$ cat src/rtl/code_decoder_pulse_pkg.sv
// Shared types and defaults for code_decoder_pulse.
//   state_t     : FSM state encoding (2'd3 unused, recovers to IDLE)
//   CODE_W/Y_W  : code and one-hot output widths
//   DEF_*       : default hold/gap cycle counts and counter width
//   onehot()    : 3-bit code to 8-bit one-hot line
package code_decoder_pkg;

  localparam int unsigned CODE_W    = 3;
  localparam int unsigned Y_W       = 8;
  localparam int unsigned DEF_HOLD  = 4;
  localparam int unsigned DEF_GAP   = 1;
  localparam int unsigned DEF_CNT_W = 4;

  typedef enum logic [1:0] {
    ST_IDLE = 2'd0,
    ST_HOLD = 2'd1,
    ST_GAP  = 2'd2
  } state_t;

  function automatic logic [Y_W-1:0] onehot(input logic [CODE_W-1:0] c);
    return Y_W'(1) << c;
  endfunction

endpackage

$ cat src/rtl/code_decoder_pulse_if.sv
// Code handshake and decoded-strobe bundle for code_decoder_pulse.
//   master : upstream driver (en, code, code_valid) observing ready/y/status
//   slave  : the decoder itself
interface code_decoder_pulse_if;
  import code_decoder_pkg::*;

  logic              en;
  logic [CODE_W-1:0] code;
  logic              code_valid;
  logic              code_ready;
  logic [Y_W-1:0]    y;
  logic              y_valid;
  logic              busy;

  modport master (
    output en, code, code_valid,
    input  code_ready, y, y_valid, busy
  );

  modport slave (
    input  en, code, code_valid,
    output code_ready, y, y_valid, busy
  );
endinterface

$ cat src/rtl/code_decoder_pulse_load_down_counter.sv
// Loadable down counter with a zero flag; shared by the hold and gap phases.
//   clk, rst : clock, async active-high reset
//   clr      : synchronous clear to zero (highest priority)
//   load     : load load_val
//   dec      : decrement by one (ignored at zero)
//   cnt      : current count
//   zero     : cnt == 0
module load_down_counter #(
  parameter int unsigned CNT_W = 4
) (
  input  logic             clk,
  input  logic             rst,
  input  logic             clr,
  input  logic             load,
  input  logic [CNT_W-1:0] load_val,
  input  logic             dec,
  output logic [CNT_W-1:0] cnt,
  output logic             zero
);

  always_ff @(posedge clk or posedge rst) begin
    if (rst) begin
      cnt <= '0;
    end else if (clr) begin
      cnt <= '0;
    end else if (load) begin
      cnt <= load_val;
    end else if (dec && (cnt != '0)) begin
      cnt <= cnt - CNT_W'(1);
    end
  end

  assign zero = (cnt == '0);

endmodule

$ cat src/rtl/code_decoder_pulse.sv
// Accepts a 3-bit code over valid/ready and holds the matching one-hot line
// for HOLD_CYCLES, then idles GAP_CYCLES before accepting again.
//   clk, rst : clock, async active-high reset
//   bus      : slave side of code_decoder_pulse_if
//              en (abort/enable), code, code_valid -> code_ready (comb),
//              y (registered one-hot), y_valid, busy
module code_decoder_pulse
  import code_decoder_pkg::*;
#(
  parameter int unsigned HOLD_CYCLES = DEF_HOLD,
  parameter int unsigned GAP_CYCLES  = DEF_GAP,
  parameter int unsigned CNT_W       = DEF_CNT_W
) (
  input  logic            clk,
  input  logic            rst,
  code_decoder_pulse_if.slave bus
);

  localparam logic [CNT_W-1:0] HOLD_LOAD = CNT_W'(HOLD_CYCLES - 1);
  localparam logic [CNT_W-1:0] GAP_LOAD  = (GAP_CYCLES > 0) ? CNT_W'(GAP_CYCLES - 1) : '0;

  state_t         state, state_n;
  logic [Y_W-1:0] y_q, y_n;
  logic           y_valid_q, busy_q;
  logic           accept;
  logic           cnt_clr, cnt_load, cnt_dec, cnt_zero;
  logic [CNT_W-1:0] cnt_load_val;
  logic [CNT_W-1:0] cnt;

  assign bus.code_ready = bus.en && (state == ST_IDLE);
  assign accept         = bus.code_valid && bus.code_ready;

  load_down_counter #(.CNT_W(CNT_W)) u_cnt (
    .clk      (clk),
    .rst      (rst),
    .clr      (cnt_clr),
    .load     (cnt_load),
    .load_val (cnt_load_val),
    .dec      (cnt_dec),
    .cnt      (cnt),
    .zero     (cnt_zero)
  );

  // State, one-hot and status registers; status tracks the next state so it
  // lines up with y.
  always_ff @(posedge clk or posedge rst) begin
    if (rst) begin
      state     <= ST_IDLE;
      y_q       <= '0;
      y_valid_q <= 1'b0;
      busy_q    <= 1'b0;
    end else begin
      state     <= state_n;
      y_q       <= y_n;
      y_valid_q <= (state_n == ST_HOLD);
      busy_q    <= (state_n != ST_IDLE);
    end
  end

  // Next-state, next-y and counter control.
  always_comb begin
    state_n      = state;
    y_n          = y_q;
    cnt_clr      = 1'b0;
    cnt_load     = 1'b0;
    cnt_load_val = '0;
    cnt_dec      = 1'b0;

    if (!bus.en) begin
      state_n = ST_IDLE;
      y_n     = '0;
      cnt_clr = 1'b1;
    end else begin
      case (state)
        ST_IDLE: begin
          if (accept) begin
            y_n          = onehot(bus.code);
            cnt_load     = 1'b1;
            cnt_load_val = HOLD_LOAD;
            state_n      = ST_HOLD;
          end
        end
        ST_HOLD: begin
          if (cnt_zero) begin
            y_n = '0;
            if (GAP_CYCLES == 0) begin
              state_n = ST_IDLE;
            end else begin
              cnt_load     = 1'b1;
              cnt_load_val = GAP_LOAD;
              state_n      = ST_GAP;
            end
          end else begin
            cnt_dec = 1'b1;
          end
        end
        ST_GAP: begin
          if (cnt_zero) begin
            state_n = ST_IDLE;
          end else begin
            cnt_dec = 1'b1;
          end
        end
        default: begin
          state_n = ST_IDLE;
          y_n     = '0;
          cnt_clr = 1'b1;
        end
      endcase
    end
  end

  assign bus.y       = y_q;
  assign bus.y_valid = y_valid_q;
  assign bus.busy    = busy_q;

endmodule

$ cat src/flat_wrapper.sv
// flat-port wrapper written by rule: the top's interface ports become plain ports
module code_decoder_pulse_flat import code_decoder_pkg::*;
#(
  parameter int unsigned HOLD_CYCLES = DEF_HOLD,
  parameter int unsigned GAP_CYCLES  = DEF_GAP,
  parameter int unsigned CNT_W       = DEF_CNT_W
)
  (clk, rst, bus_en, bus_code, bus_code_valid, bus_code_ready, bus_y, bus_y_valid, bus_busy);
  code_decoder_pulse_if bus_i ();
  input  logic clk;
  input  logic rst;
  input wire logic [$bits(bus_i.en)-1:0] bus_en;
  input wire logic [$bits(bus_i.code)-1:0] bus_code;
  input wire logic [$bits(bus_i.code_valid)-1:0] bus_code_valid;
  output wire logic [$bits(bus_i.code_ready)-1:0] bus_code_ready;
  output wire logic [$bits(bus_i.y)-1:0] bus_y;
  output wire logic [$bits(bus_i.y_valid)-1:0] bus_y_valid;
  output wire logic [$bits(bus_i.busy)-1:0] bus_busy;
  assign bus_i.en = bus_en;
  assign bus_i.code = bus_code;
  assign bus_i.code_valid = bus_code_valid;
  assign bus_code_ready = bus_i.code_ready;
  assign bus_y = bus_i.y;
  assign bus_y_valid = bus_i.y_valid;
  assign bus_busy = bus_i.busy;
  code_decoder_pulse #(.HOLD_CYCLES(HOLD_CYCLES), .GAP_CYCLES(GAP_CYCLES), .CNT_W(CNT_W)) u_core (.clk(clk), .rst(rst), .bus(bus_i));
endmodule
$ cat config.mk
export PLATFORM = sky130hd
export DESIGN_NAME = code_decoder_pulse_flat
export DESIGN_NICKNAME = d
export VERILOG_FILES = /design/src/rtl/code_decoder_pulse_pkg.sv /design/src/rtl/code_decoder_pulse_if.sv /design/src/rtl/code_decoder_pulse_load_down_counter.sv /design/src/rtl/code_decoder_pulse.sv /design/src/flat_wrapper.sv
export SDC_FILE = /design/constraint.sdc
export NUM_CORES = 1
export LEC_CHECK = 0
export BUFFER_PORTS_ARGS = -buffer_cell sky130_fd_sc_hd__buf_2
export CAP_MARGIN = 20
export CORE_MARGIN = 8
export CORE_UTILIZATION = 56
export DETAILED_ROUTE_END_ITERATION = 8
export HOLD_SLACK_MARGIN = 0.12
export PLACE_DENSITY = 0.79
export SLEW_MARGIN = 10
export SYNTH_ARGS = -nofsm -noshare
export SYNTH_HDL_FRONTEND = slang
export SYNTH_SLANG_ARGS = --single-unit
$ cat constraint.sdc
create_clock -name clk -period 2.83 [get_ports clk]
set_input_delay 0.566 -clock clk [delete_from_list [all_inputs] [get_ports clk]]
set_output_delay 0.566 -clock clk [all_outputs]
set_load 0.05 [all_outputs]
==> flow_summary.ini <==
[run_status]
outcome = completed

[sta]
clock_skew_ns = 0.00567
slew_viol_final = 0
max_slew.worst_pin.slew_ns = 0.939
slew_headroom_pct = 37.2
period_needed_ns = 2.22
whs_ns = 0.332
max_freq_mhz = 450
period_share_pct = 78.6
setup_tns_ns = 0
hold_viol_final = 0
setup_viol = 0
rsz0062_at_grt = false

[clock_tree]
clk_path_buf_depth = 2
cts-buffers-inserted = 3
cts_setup_buffers = 0
path_clk_slew_ns = 0.10
cts_resized = 0
hold_buffers = 0
cts_tree = done
clkLatencyLatePin_ns = 0.29
cts.sinks = 16
htreeDepth = 1
cts_root_buf = clkbuf_4

[place]
port_buffers = 17
hpwl_mm = 1.34
place_area_um2 = 996
gp_congestion = 0.827

[layout]
multi_input_area_um2 = 468
regArea_um2 = 400
final_cell_area_um2 = 1030
syn_to_final_growth_pct = 13.8
postLayoutCoreUtil_pct = 68.5
diodes = 0
final_nets = 116
drive_above_1_share_pct = 33.3
fillers = 112

[detailed_routing]
drt-initial-drc-count = 11
wl_per_cell_um = 14.3
num_vias = 649
routed_wl_mm = 1.69
ant_nets = 0
first_pass_iters = 4
drc = 0
routed_via_density = 5.50

[worst_setup_path]
cp_data_arrival_time_ns = 2.40
required_ns = 3.01
cp_top_family = simple AND/OR/NAND/NOR gates
path_class = flop to flop
cp_max_fo = 8
cp_cell_sequence = inv_1 -> ha_1 -> or3b_1 -> a221oi_2 -> nor2b_1 -> mux2_4
crit_path_top_delay_cell = nor2b_1
critPathLaunchType = flop
end_kind = flop
slowest_delay_ns = 0.73
crit_buf_inv = 1

[grt]
grt-ovfl-total = 0
grt_antenna_before_repair = 0
track_usage_pct = 11.7
grt_max_degree = 17
grt_first_pass_wirelength_mm = 3.06
first_global_vias = 709

[yosys]
yosys.area.top_type = dfrtp_1
ys.warnings.count = 0
yosys_register_bits = 16
synthCells = 83
ys_seq_area_share_pct = 44.1
async_flop_share_pct = 100
syn_nets = 96
synth_area_um2 = 907
avgSynthCellArea_um2 = 10.9
synth_commonest_cells = dfrtp_1 (16), nor2_1 (9), mux2_4 (8)
synth_edf_count = 0
yosysMostFrequentCell = dfrtp_1
netlist.area_leader.share_pct = 44.1
synthTopCellsByArea = dfrtp_1 (44%), mux2_4 (13%), ha_1 (8.3%), nor2_1 (3.7%), nand2_1 (2.9%)
synthFlopType = dfrtp_1
ys_types = 27

[pwr]
powerDensity_nw_per_um2 = 844
leakage_nw = 0.534
peakVddDrop_mv = 0.515
fin_total_pwr_mw = 0.872

[die]
dieHeight_um = 56.2
die_area_um2 = 3160
rows = 14
pin_count = 18
fp.coreArea_um2 = 1510
die_x_um = 56.2
start_util_pct = 60.2

[run]
maxCapViolCount = 0

[min_path]
hp-class = input port to async pin
[worst reg2reg max path, stage by stage (launching register included)]
cell and delay [ns]:
dfrtp_1 0.36, inv_1 0.08, ha_1 0.22, or3b_1 0.28, a221oi_2 0.08, nor2b_1 0.73
mux2_4 0.35
[state kept, by name (all words and copies together) (netlist names)]
register,flops
u_core.u_cnt.cnt,4
u_core.state,2
u_core.bus.y_valid,1
u_core.bus.busy,1
u_core.bus.y,8
[metrics by stage]
step                cells  setup slack, ns
floorplan              83            0.914
global placement      114            0.720
detailed placement    114            0.612
CTS                   118            0.603
global route          118            0.471
finish                118            0.607
[cell type report]
type / count / area share [%]
Timing Repair Buffer: 17 / 8.24
Tap cell: 16 / 1.94
Clock buffer: 4 / 3.52
Inverter: 6 / 2.18
Multi-Input combinational cell: 59 / 45.3
Sequential cell: 16 / 38.8
[per-layer routing]
metal / vias to the layer above / GRT usage [%] / share of wire, %
met5: - / 0 / 0
met4: 0 / 6.19 / 1.7
met3: 2 / 3.88 / 4.4
met2: 16 / 20.0 / 50
met1: 310 / 12.2 / 43
li1: 321 / - / -
[cell families (layout without fill, tap and decap cells)]
kind of cell             Yosys count  after routing  synth area share, %
AND/OR/NAND/NOR                   32             32                 18.5
buffers and inverters              8             27                 4.28
adder cells (fa/ha/maj)            6              6                 8.28
flip-flops                        16             16                 44.1
multiplexers                       9              9                 14.5
XOR/XNOR                           2              2                 1.93
AO/OA/AOI/OAI                     10             10                 8.41
[placed cells by master (no fill, tap or decap), types with 2 or more instances in the layout]
master    instances
nand2b_1          4
nand3_1           2
o22ai_1           2
mux2_4            8
nand2_1           7
clkbuf_4          3
nor3_1            3
buf_2            17
dfrtp_1          16
ha_1              6
a21oi_1           3
nor2b_1           2
inv_1             6
nor2_1            9
[worst paths after layout]
path / from / to / slack, ns / cells after the start
setup reg to reg: u_core.u_cnt.cnt[0] / u_core.bus.y[4] / 0.61 / 6
hold / removal: rst / u_core.bus.busy / 0.33 / 2
min in group clk: u_core.bus.y[4] / u_core.bus.y[4] / 0.51 / 1
hold reg to reg: u_core.bus.y[4] / u_core.bus.y[4] / 0.51 / 1
max in group asynchronous: rst / u_core.bus.y[0] / 2.09 / 2
setup / recovery: u_core.u_cnt.cnt[0] / u_core.bus.y[4] / 0.61 / 6
[where the power goes]
group | internal (mW) | switching [mW] | total, mW
Sequential | 0.273 | 0.0269 | 0.300
Clock | 0.0785 | 0.0741 | 0.153
Combinational | 0.158 | 0.261 | 0.419
No activity file was read; power rests on OpenSTA's default activity.
